==> src/rtl/melody_player_pkg.sv <==
// Shared definitions for the melody player: FSM states, note-entry field layout
// and timing defaults.
package melody_player_pkg;

    typedef enum logic [2:0] {
        IDLE,
        FETCH,
        LOAD,
        PLAY,
        REST,
        GAP
    } state_t;

    // Note entry layout: [31:16] frequency in Hz, [15:0] duration in ms
    localparam int unsigned FREQ_MSB  = 31;
    localparam int unsigned FREQ_LSB  = 16;
    localparam int unsigned DUR_MSB   = 15;
    localparam int unsigned DUR_LSB   = 0;

    localparam int unsigned DEF_CLK_F = 48;
    localparam int unsigned MS_W      = 16;

    function automatic logic [15:0] entry_freq(input logic [31:0] entry);
        return entry[FREQ_MSB:FREQ_LSB];
    endfunction

    function automatic logic [15:0] entry_dur(input logic [31:0] entry);
        return entry[DUR_MSB:DUR_LSB];
    endfunction

endpackage

==> src/rtl/melody_player_if.sv <==
// Link between the melody player and the downstream tone generator.
interface melody_player_if;
    import melody_player_pkg::*;

    logic [31:0] tone_duration;
    logic [31:0] tone_freq;
    logic        tone_done;

    modport master (output tone_duration, output tone_freq, input tone_done);
    modport slave  (input tone_duration, input tone_freq, output tone_done);

endinterface

==> src/rtl/melody_player_ms_timer.sv <==
// Millisecond timer: CLK_F*1000-cycle prescaler feeding a 16-bit ms counter.
// expired flags the cycle in which the target number of ms completes.
module ms_timer
    import melody_player_pkg::*;
#(
    parameter int unsigned CLK_F = DEF_CLK_F
) (
    input  logic            clk,
    input  logic            rst,
    input  logic            clear,
    input  logic [MS_W-1:0] target,
    output logic            expired
);

    localparam int unsigned TICKS = CLK_F * 1000;
    localparam int unsigned PW    = $clog2(TICKS);

    logic [PW-1:0]   presc;
    logic [MS_W-1:0] ms_cnt;
    logic            tick;

    assign tick = (presc == PW'(TICKS - 1));

    always_ff @(posedge clk) begin
        if (rst || clear) begin
            presc  <= '0;
            ms_cnt <= '0;
        end else if (tick) begin
            presc  <= '0;
            ms_cnt <= ms_cnt + 1'b1;
        end else begin
            presc <= presc + 1'b1;
        end
    end

    // A zero target finishes at once; otherwise finish on the tick that completes the last ms.
    always_comb begin
        expired = 1'b0;
        if (target == '0) begin
            expired = 1'b1;
        end else if (tick && (ms_cnt == target - 1'b1)) begin
            expired = 1'b1;
        end
    end

endmodule

==> src/rtl/melody_player.sv <==
// Plays a table of {freq, duration} notes through an external tone generator,
// with rests, inter-note gaps, optional looping and abort.
module melody_player
    import melody_player_pkg::*;
#(
    parameter int unsigned CLK_F = DEF_CLK_F,
    parameter int unsigned DEPTH = 32
) (
    input  logic                     clk,
    input  logic                     rst,
    input  logic                     wr_en,
    input  logic [$clog2(DEPTH)-1:0] wr_addr,
    input  logic [31:0]              wr_data,
    input  logic                     start,
    input  logic                     stop,
    input  logic                     loop,
    input  logic [7:0]               gap_ms,
    melody_player_if.master          tone,
    output logic                     busy,
    output logic [$clog2(DEPTH)-1:0] note_idx,
    output logic                     song_done
);

    localparam int unsigned AW = $clog2(DEPTH);

    logic [31:0]     mem [DEPTH];
    logic [31:0]     rd_data;
    logic [15:0]     rd_freq;
    logic [15:0]     rd_dur;
    logic [MS_W-1:0] rest_dur;
    logic [MS_W-1:0] tmr_target;
    logic            tmr_clear;
    logic            tmr_expired;
    logic            song_end;
    state_t          state;

    always_ff @(posedge clk) begin
        if (wr_en) begin
            mem[wr_addr] <= wr_data;
        end
        if (state == FETCH) begin
            rd_data <= mem[note_idx];
        end
    end

    assign rd_freq = entry_freq(rd_data);
    assign rd_dur  = entry_dur(rd_data);

    // Timer is held cleared outside REST/GAP and restarted on REST->GAP,
    // so every timed interval begins with a full-length first ms.
    always_comb begin
        tmr_target = {8'h00, gap_ms};
        if (state == REST) begin
            tmr_target = rest_dur;
        end
        tmr_clear = !((state == REST) || (state == GAP)) || ((state == REST) && tmr_expired);
    end

    ms_timer #(
        .CLK_F(CLK_F)
    ) u_timer (
        .clk    (clk),
        .rst    (rst),
        .clear  (tmr_clear),
        .target (tmr_target),
        .expired(tmr_expired)
    );

    // A zero-duration entry and running past the last entry both end the song.
    always_comb begin
        song_end = 1'b0;
        if ((state == LOAD) && (rd_dur == '0)) begin
            song_end = 1'b1;
        end else if ((state == GAP) && tmr_expired && (note_idx == AW'(DEPTH - 1))) begin
            song_end = 1'b1;
        end
    end

    always_ff @(posedge clk) begin
        if (rst || stop) begin
            state              <= IDLE;
            tone.tone_duration <= '0;
            busy               <= 1'b0;
            song_done          <= 1'b0;
            if (rst) begin
                tone.tone_freq <= '0;
                note_idx       <= '0;
                rest_dur       <= '0;
            end
        end else begin
            song_done <= 1'b0;
            if (song_end) begin
                if (loop) begin
                    note_idx <= '0;
                    state    <= FETCH;
                end else begin
                    state     <= IDLE;
                    busy      <= 1'b0;
                    song_done <= 1'b1;
                end
            end else begin
                case (state)
                    IDLE: begin
                        if (start) begin
                            note_idx <= '0;
                            busy     <= 1'b1;
                            state    <= FETCH;
                        end
                    end
                    FETCH: state <= LOAD;
                    LOAD: begin
                        if (rd_freq == '0) begin
                            rest_dur <= rd_dur;
                            state    <= REST;
                        end else begin
                            tone.tone_freq     <= {16'h0000, rd_freq};
                            tone.tone_duration <= {16'h0000, rd_dur};
                            state              <= PLAY;
                        end
                    end
                    PLAY: begin
                        if (tone.tone_done) begin
                            tone.tone_duration <= '0;
                            state              <= GAP;
                        end
                    end
                    REST: begin
                        if (tmr_expired) begin
                            state <= GAP;
                        end
                    end
                    GAP: begin
                        if (tmr_expired) begin
                            note_idx <= note_idx + 1'b1;
                            state    <= FETCH;
                        end
                    end
                    default: state <= IDLE;
                endcase
            end
        end
    end

endmodule

==> src/flat_wrapper.sv <==
// flat-port wrapper written by rule: the top's interface ports become plain ports
module melody_player_flat import melody_player_pkg::*;
#(
    parameter int unsigned CLK_F = DEF_CLK_F,
    parameter int unsigned DEPTH = 32
)
  (clk, rst, wr_en, wr_addr, wr_data, start, stop, loop, gap_ms, busy, note_idx, song_done, tone_tone_duration, tone_tone_freq, tone_tone_done);
  melody_player_if tone_i ();
  input  logic clk;
  input  logic rst;
  input  logic wr_en;
  input  logic [$clog2(DEPTH)-1:0] wr_addr;
  input  logic [31:0] wr_data;
  input  logic start;
  input  logic stop;
  input  logic loop;
  input  logic [7:0] gap_ms;
  output logic busy;
  output logic [$clog2(DEPTH)-1:0] note_idx;
  output logic song_done;
  output wire logic [$bits(tone_i.tone_duration)-1:0] tone_tone_duration;
  output wire logic [$bits(tone_i.tone_freq)-1:0] tone_tone_freq;
  input wire logic [$bits(tone_i.tone_done)-1:0] tone_tone_done;
  assign tone_tone_duration = tone_i.tone_duration;
  assign tone_tone_freq = tone_i.tone_freq;
  assign tone_i.tone_done = tone_tone_done;
  melody_player #(.CLK_F(CLK_F), .DEPTH(DEPTH)) u_core (.clk(clk), .rst(rst), .wr_en(wr_en), .wr_addr(wr_addr), .wr_data(wr_data), .start(start), .stop(stop), .loop(loop), .gap_ms(gap_ms), .tone(tone_i), .busy(busy), .note_idx(note_idx), .song_done(song_done));
endmodule
==> config.mk <==
export PLATFORM = sky130hd
export DESIGN_NAME = melody_player_flat
export DESIGN_NICKNAME = d
export VERILOG_FILES = /design/src/rtl/melody_player_pkg.sv /design/src/rtl/melody_player_if.sv /design/src/rtl/melody_player_ms_timer.sv /design/src/rtl/melody_player.sv /design/src/flat_wrapper.sv
export SDC_FILE = /design/constraint.sdc
export NUM_CORES = 1
export LEC_CHECK = 0
export ABC_AREA = 0
export BUFFER_PORTS_ARGS = -buffer_cell sky130_fd_sc_hd__buf_2
export CAP_MARGIN = 20
export CORE_MARGIN = 3
export CORE_UTILIZATION = 50
export DETAILED_ROUTE_END_ITERATION = 10
export PLACE_DENSITY = 0.66
export SLEW_MARGIN = 20
export SYNTH_ARGS = -nofsm -noshare
export SYNTH_HDL_FRONTEND = slang
export SYNTH_SLANG_ARGS = --single-unit
export TNS_END_PERCENT = 20
==> constraint.sdc <==
create_clock -name clk -period 9.93 [get_ports clk]
set_clock_uncertainty 0.15 [all_clocks]
set_input_delay 0.4965 -clock clk [delete_from_list [all_inputs] [get_ports clk]]
set_output_delay 0.4965 -clock clk [all_outputs]
set_load 0.02 [all_outputs]
Word level (Yosys, flattened, before mapping)
Memory sizes are Yosys's and may differ from the RTL's. A register that Yosys moved wholly into a read port is not among the register bits.
Cells that the tools add are included.
- add/subtract/negate cells: 4
- mux-type cells: 40
- bitwise operators: 1
- equal/unequal tests: 21
- reduce and logical (&&, ||, !) cells: 28
- operators by type and width (cell ; count):
    two-way mux 32 bit ; 7
    two-way mux 16 bit ; 6
    case mux 32 bit (2 select lines) ; 1
    zero test 16 bit ; 3
    adder 16 x 1 -> 16 bit (second input constant) ; 2
    two-way mux 5 bit ; 6
    two-way mux 3 bit ; 6
    case mux 3 bit (6 select lines) ; 1
    equality test 16 bit ; 1
    equality test 16 bit (second input constant) ; 1
    AND reduction 4 bit ; 4
    subtractor 16 x 1 -> 16 bit (second input constant) ; 1
    two-way mux 1 bit ; 12
    inequality test 2 bit (second input constant) ; 5
    case mux 5 bit (2 select lines) ; 1
    nonzero test 2 bit ; 5
    inequality test 4 x 2 -> 1 bit (second input constant) ; 2
    equality test 3 x 2 -> 1 bit (second input constant) ; 2
    equality test 3 bit (second input constant) ; 2
    inequality test 3 x 1 -> 1 bit (second input constant) ; 2
    inequality test 3 x 2 -> 1 bit (second input constant) ; 2
    adder 5 x 1 -> 5 bit (second input constant) ; 1
    equality test 5 bit (second input constant) ; 1
    logical AND 1 bit ; 5
    11 further kinds ; 15
- RAM bits: 1024
- memories: 1
- input bits: 52
- word-level logic and storage cells: 104
- flip-flop bits (word level): 122
- output and inout port bits: 71
- memory list (name ; words ; width ; read ports ; clocked after Yosys merged registers in ; write ports ; RTL line ; source):
    u_core.mem ; 32 ; 32 ; 1 ; 1 ; 1 ; melody_player.sv:26 ; logic [31:0] mem [DEPTH];

Logic depth before layout (Yosys ltp)
Gate-level depths: netlist of run 1.
- depth in word-level cells: 13
- depth in mapped cells: 17
- mapped depth without buffers: 12

By module
From an unflattened synthesis of run 1, not the netlist that was laid out.
- cell total of the unflattened synthesis: 2073
- area, all modules: 44721.6 um^2
- by module, submodules not included (module ; sequential area each (um^2) ; cells an instance ; area each (um^2) ; times used):
    melody_player ; 33241.9 ; 1831 ; 42724.7 ; 1
    ms_timer ; 640.6 ; 242 ; 1996.9 ; 1

Least setup slack after synthesis of run 1
OpenSTA, ideal clock, no wires.
- path kind: register -> register
- start: register u_core.state[0]
- end: register u_core.note_idx[0] (enable)
- clock period less this slack: 3.863 ns
- data arrival time: 3.367 ns
- stages on the path, launching flop included: 14
- setup time: 0.346 ns
- data required time: 9.434 ns
- slack: 6.067 ns
- buffers on the path: 4
- path through: dfxtp_1 buf_6 nor3b_4 buf_2 buf_2 mux2i_1 ha_1 clkbuf_1 o21a_1 mux2_2 nor4_2 and4b_1 a41oi_1 o21ai_1
- cells in the longest elaborated chain, start to end: 13
- elaborated cells on any way between the ends: 21
- those cells by class: add/sub (1); eq/ne (7); mux (5); reduce/logical (8)
- ends and longest elaborated chain (item ; RTL line ; source):
    from (decl) ; melody_player.sv:35 ; state_t state;
    from (signal assigned) ; melody_player.sv:81 ; state <= IDLE;
    from (signal assigned) ; melody_player.sv:95 ; state <= FETCH;
    from (signal assigned) ; melody_player.sv:97 ; state <= IDLE;
    equality test 3 bit ; melody_player.sv:53 ; if (state == REST) begin
    two-way mux 16 bit ; melody_player.sv:53 ;
    subtractor 16 x 1 -> 16 bit ; melody_player_ms_timer.sv:41 ; end else if (tick && (ms_cnt == target - 1'b1)) begin
    equality test 16 bit ; melody_player_ms_timer.sv:41 ;
    logical AND 1 bit ; melody_player_ms_timer.sv:41 ;
    two-way mux 1 bit ; melody_player_ms_timer.sv:41 ;
    two-way mux 1 bit ; melody_player_ms_timer.sv:39 ; if (target == '0) begin
    logical AND 1 bit (2 in a row) ; melody_player.sv:74 ; end else if ((state == GAP) && tmr_expired && (note_idx == AW'(DEPTH - 1))) begin
    two-way mux 1 bit ; melody_player.sv:74 ;
    two-way mux 1 bit ; melody_player.sv:72 ; if ((state == LOAD) && (rd_dur == '0)) begin
    inequality test 4 x 2 -> 1 bit (no source line) (tied with other cells) ; - ;
    AND reduction 5 bit (no source line) * ; - ;
    to (signal assigned) ; melody_player.sv:134 ; note_idx <= note_idx + 1'b1;
    to (decl) ; melody_player.sv:20 ; output logic [$clog2(DEPTH)-1:0] note_idx,
Every way passes the cells marked *; elsewhere a longest branch is shown, timed or not.
A chain may end at the register's enable or synchronous reset.

Final worst setup path of run 1
- start: register u_core.state[2]
- end: register u_core.note_idx[0] (enable)
Same word-level chain as after synthesis.

==> qor.txt, run 1 <==
First-pass DRT Iterations = 5
final setup violation count = 0
Arr. time, crit path = 4.65 ns
top cells by instance count after synthesis = 1,093 x edfxtp_1, 321 x mux4_2, 90 x nor2_1, 73 x clkbuf_1, 62 x nand2_1
setup TNS = 0 ns
Clock Sinks = 1,146
Post-synth top flop = edfxtp_1
Worst setup SP type = flop
Max rail drop VDD = 0.154 mV
top post-synthesis cells by area = edfxtp_1 73%, mux4_2 16%, dfxtp_1 2.4%
Antenna Cells = 0
met2 Usage GRT = 36.8%
Clk network pwr share = 41.0%
Yosys top cell by area = edfxtp_1
post-layout min period = 4.47 ns
Vias/cell = 6.12
R2R cell count = 10
top-area cell type share of the netlist area = 73.0%
H-tree Lvls = 3
Switching Fraction = 20.6%
cts bufs inserted = 113
Final Non-Filler Cells = 3,520
critical path type = flop to flop
Crit path required time = 10.11 ns
register area share after synthesis = 75.3%
mapped cell area = 45,000 µm²
GRT Util Overall = 22.1%
Slew Limit Headroom = 28.9%
type of the worst min-delay path = input pin to flop
initial DRC count = 2,508
PwrDens = 196 nW/µm²
CTS max path bufs = 3
Avg WL per Cell = 29.1 µm
Post-synth EDFFs = 1,093
vias = 21,556
GR Util met3 = 3.13%
Initial Util = 50.7%
RSZ-0062 raised after global routing = false
Yosys warnings = 0
power share of the sequential group = 54.4%
number of synthesized register bits = 1,146
drt total wl = 102 mm
I/O Buffers = 90
combinational share of power = 4.7%
Post-route DRC = 0
Fillers = 6,486
largest net degree at the start of global routing = 127
met1 Usage GRT = 31.4%
GPL Wtd Cong = 0.853
gr busiest metal = met2
CTS tree = built
Ports = 123
std cell rows = 109
Pint = 7870 µW
DP Wirelength = 52.1 mm
placed cells = 3,315
worst-path fanout max = 17
syn avg cell area = 21.2 µm²
antenna-violating nets left = 0
Async S/R FF share, synth = 0%
Net Sw Power = 2040 µW
Syn Inst Count = 2,121
Die X = 306 µm
DIE AREA = 93,600 µm²
area grow syn2layout = 12.3%
later-pin clock latency in the skew report = 0.69 ns
crit end category = flop
initial antenna violation count = 3
status = complete, no violations
PnR worst setup slack = 5.46 ns
Yosys cell types = 69
achievable frequency = 223 MHz
Slew Limit Fails = 0
root buf cell = clkbuf_16
dpl ws = 5.46 ns
worst hold stages = 3
Final nets = 2,323
Final Power = 9920 µW
Reg clk slew, reported paths = 0.07 ns
maxcap violations = 0
leakage power = 0.0156 µW
Remaining Overflow, GRT = 0
Post-CTS Setup Inserts = 0
vias in the first global route = 22,320
Tcrit/Tclk final = 45.1%
area of the core = 88,800 µm²
Slew @ Worst Pin = 1.06 ns
Die H = 306 µm
Hold Vio Cnt, Final = 0
first-pass GRT wire length = 150 mm
most frequent cell after synthesis = edfxtp_1
layout cells sized above 1 = 29.5%
## worst paths after layout
| path | startpoint | end | slack (ns) |
|---|---|---|---|
| worst max-delay path | u_core.state[2]$_SDFFE_PP0P_ | u_core.note_idx[0]$_SDFFCE_PP0P_ | 5.46 |
| worst min-delay path | start | u_core.busy$_SDFFE_PP0P_ | 0.06 |
| worst max register to register | u_core.state[2]$_SDFFE_PP0P_ | u_core.note_idx[0]$_SDFFCE_PP0P_ | 5.46 |
| worst min register to register | u_core.tone.tone_duration[6]$_SDFFE_PP0P_ | u_core.tone.tone_duration[6]$_SDFFE_PP0P_ | 0.31 |
## critical path, stage by stage, from the launching register on
cell and delay (ns):
dfxtp_1 0.60, or3b_1 0.72, and2_1 0.31, a21oi_1 0.12
ha_1 0.31, o21a_1 0.27, mux2_2 0.37, nor4_2 0.40
and4b_1 0.30, a41oi_1 0.13, o21ai_1 0.42
## area by class of cell
| class | instances | area, µm² | share of cell area, % |
|---|---|---|---|
| Sequential cell | 1146 | 33900 | 67.1 |
| Multi-Input combinational cell | 860 | 10800 | 21.4 |
| Clock buffer | 139 | 2930 | 5.79 |
| Tap cell | 1165 | 1460 | 2.89 |
| Timing Repair Buffer | 139 | 858 | 1.70 |
| Clock inverter | 65 | 576 | 1.14 |
| Inverter | 6 | 22.5 | 0.0446 |
## stage by stage
stage	hold slack, ns	util (%)	cell area [µm²]
3_3_place_gp	0.290	52.9	47000
6_report	0.0602	56.9	50500
3_5_place_dp	0.300	52.9	47000
4_1_cts	0.0163	56.9	50500
2_1_floorplan	0.280	-	45100
5_1_grt	0.0964	56.9	50500
## state kept, by name, summed over array words and instances (netlist names)
signal,cells
u_core.busy,1
u_core.mem,1024
u_core.note_idx,5
u_core.rd_data,32
u_core.rest_dur,16
u_core.song_done,1
u_core.state,3
u_core.tone.tone_duration,16
u_core.tone.tone_freq,16
u_core.u_timer.ms_cnt,16
u_core.u_timer.presc,16
## placed cells by master, fill, tap and decap left out, drive strengths merged, types with 32 or more instances in the layout
master / n
mux2: 33
and2: 35
a21oi: 32
nand2: 62
conb: 32
edfxtp: 1093
clkbuf: 139
clkinv: 48
mux4: 321
nor2: 90
buf: 138
dfxtp: 53
## kinds of logic (layout without fill, tap and decap cells)
logic type | after synthesis | in the layout | share of synthesized area [%]
AO/OA/AOI/OAI | 82 | 82 | 1.20
XOR/XNOR | 46 | 46 | 0.895
adder cells (fa/ha/maj) | 5 | 5 | 0.139
buffers and inverters | 146 | 349 | 1.55
flip-flops | 1146 | 1146 | 75.3
multiplexers | 362 | 362 | 17.1
other | 1 | 32 | 0.00834
AND/OR/NAND/NOR | 333 | 333 | 3.83
## metal layers
metal / wire [µm] / vias to the layer above
met3: 6570 / 159
met1: 42100 / 11523
met2: 51500 / 845
met5: 27 / -
met4: 2310 / 4
li1: - / 9025
## power groups by stage
stage               clock network [µW]  registers, µW  logic, µW
floorplan                            0           5490        297
global placement                     0           5490        459
detailed placement                   0           5490        469
CTS                               4140           5390        471
global route                      4340           5400        497
finish                            4060           5390        462
## what timing repair did
item,in CTS,in global routing
endpoints found under the hold margin,2,0
resized for setup,0,0
hold buffers,1,0
endpoints found under the setup margin,0,0
Power figures use the tool's default switching activity.
==> run 2, diff against run 1 <==
- PLACE_DENSITY: 0.66 -> 0.69
- clock period: 9.93 -> 4.1 ns (I/O delays scaled with it)
==> run 2 against run 1 <==
Clock power grew to 2.6 times the previous value. Cell count grew 2.2%. Hold slack lost 0.0087 ns. Via count grew 2.4%. Core utilization grew 1.3 points. Largest cell class unchanged. Largest power group unchanged.
==> qor.txt, run 2 (synthesized netlist as in run 1, its figures left out) <==
commonest cells after routing, fill and taps aside = 1,093 x edfxtp_1, 321 x mux4_2, 112 x clkbuf_16
Post-CTS Setup Inserts = 0 (unchanged)
First-pass DRT Iterations = 5 (unchanged)
Tcrit/Tclk final = 93.3% (+48 points)
crit end category = flop
slowest CP cell = o21ai_1
commonest non-fill, non-tap cell in the layout = edfxtp_1
CTS tree = built
Fillers = 6,251 (-3.6%)
Arr. time, crit path = 3.97 ns (-0.68 ns)
dpl ws = 0.172 ns (-5.29 ns)
root buf cell = clkbuf_16
RSZ-0062 raised after global routing = false
crit-path cells = or3b_1 > buf_4 > nor4b_4 > nor2_1 > o311a_1 > xnor2_1 > nor4_2 > and4b_1 > a41oi_1 > o21ai_1
cts bufs inserted = 111 (-1.8%)
CP max stage delay = 0.44 ns (-0.28 ns)
final core utilization = 58.2% (+1.3 points)
crit-path leading delay family = simple AND/OR/NAND/NOR gates
top flop regs = u_core.mem (1024), u_core.rd_data (32)
drt total wl = 105 mm (+2.1%)
first-pass GRT wire length = 154 mm (+2.6%)
max reg flops = 1,024 (unchanged)
Initial Util = 50.7% (unchanged)
I/O Buffers = 90 (unchanged)
Clock Sinks = 1,146 (unchanged)
GRT Util Overall = 22.6% (+0.46 points)
post-layout min period = 3.83 ns (-0.648 ns)
DP Wirelength = 56.7 mm (+8.8%)
initial DRC count = 2,349 (-6.3%)
Slew Limit Headroom = 26.3% (-2.6 points)
layout cells sized above 1 = 31.2% (+1.8 points)
vias in the first global route = 22,729 (+1.8%)
Remaining Overflow, GRT = 0 (unchanged)
worst-path fanout max = 11 (-6)
PnR worst setup slack = 0.273 ns (-5.18 ns)
Crit path required time = 4.24 ns (-5.87 ns)
antenna-violating nets left = 0 (unchanged)
Reg with most FFs = u_core.mem
Ports = 123 (unchanged)
Max rail drop VDD = 0.444 mV (+190%)
maxcap violations = 0 (unchanged)
status = complete, no violations
buffer and inverter count on the worst path = 1 (+1)
largest net degree at the start of global routing = 102 (-20%)
H-tree Lvls = 3 (unchanged)
vias = 22,067 (+2.4%)
Die H = 306 µm (unchanged)
area post-placement = 47,500 µm² (+0.99%)
critical path type = flop to flop
final setup violation count = 0 (unchanged)
PwrDens = 481 nW/µm² (+140%)
Vias/cell = 6.14 (+0.21%)
Reg clk slew, reported paths = 0.06 ns (about the same)
Avg WL per Cell = 29.1 µm (about the same)
Slew Limit Fails = 0 (unchanged)
Post-route DRC = 0 (unchanged)
Worst setup SP type = flop
Slew @ Worst Pin = 1.11 ns (+0.0494 ns)
Final Power = 24,900 µW (+150%)
area grow syn2layout = 14.8%
Die X = 306 µm (unchanged)
post-route cell area = 51,700 µm² (+2.3%)
area of the core = 88,800 µm² (unchanged)
Hold Vio Cnt, Final = 0 (unchanged)
CTS max path bufs = 3 (unchanged)
DIE AREA = 93,600 µm² (unchanged)
initial antenna violation count = 2 (-1)
GPL Wtd Cong = 0.849 (-0.53%)
later-pin clock latency in the skew report = 0.70 ns (about the same)
type of the worst min-delay path = input pin to flop
std cell rows = 109 (unchanged)
leakage power = 0.0161 µW (+3.5%)
achievable frequency = 261 MHz (+17%)
setup TNS = 0 ns (unchanged)
Final nets = 2,390 (+2.9%)
run 2: power by group:
group,leakage [µW],internal (µW),switching (µW),total [µW]
combinational,0.00391,513,677,1190
clock,0.00187,6240,4350,10600
sequential,0.0103,13000,71.4,13100
total,0.0161,19700,5100,24900
run 2: tightest hold or removal path, delay by kind of cell:
kind,cells,cell delay [ns]
compound gates,1,0.07
buf+inv,1,0.14
simple gates,1,0.39
run 2: final cells by class:
type	count	area, µm²	share of cell area, %
Timing Repair Buffer	208	1660	3.22
Multi-Input combinational cell	860	10800	20.9
Sequential cell	1146	33900	65.6
Antenna cell	1	2.50	0.00484
Clock buffer	131	2870	5.56
Inverter	6	22.5	0.0436
Clock inverter	79	978	1.89
Tap cell	1165	1460	2.82
run 2: repair_timing:
item,in CTS,in global routing
hold buffers,35,0
endpoints found under the setup margin,0,9
hold endpoints to repair,1029,0
gates resized for setup,0,2
run 2: layer usage:
metal	track usage, %	up-vias	wire length, µm
li1	-	9177	-
met1	31.5	11743	41900
met2	37.5	968	52600
met3	3.41	177	7200
met4	6.79	2	2900
met5	0	-	12
run 2: final timing paths:
path              cells past startpoint                                 startpoint  slack (ns)                                          to
setup / recovery                     10               u_core.state[2]$_SDFFE_PP0P_        0.27            u_core.note_idx[4]$_SDFFCE_PP0P_
hold / removal                        3                                        rst        0.05  u_core.tone.tone_duration[15]$_SDFFE_PP0P_
setup reg to reg                     10               u_core.state[2]$_SDFFE_PP0P_        0.27            u_core.note_idx[4]$_SDFFCE_PP0P_
hold reg to reg                       2  u_core.tone.tone_duration[7]$_SDFFE_PP0P_        0.30   u_core.tone.tone_duration[7]$_SDFFE_PP0P_
run 2: through the flow:
stage          instances  hold WS (ns)
2_1_floorplan       2152         0.131
3_3_place_gp        3350         0.290
3_5_place_dp        3350         0.295
4_1_cts             3595        0.0115
5_1_grt             3596        0.0524
6_report            3596        0.0515
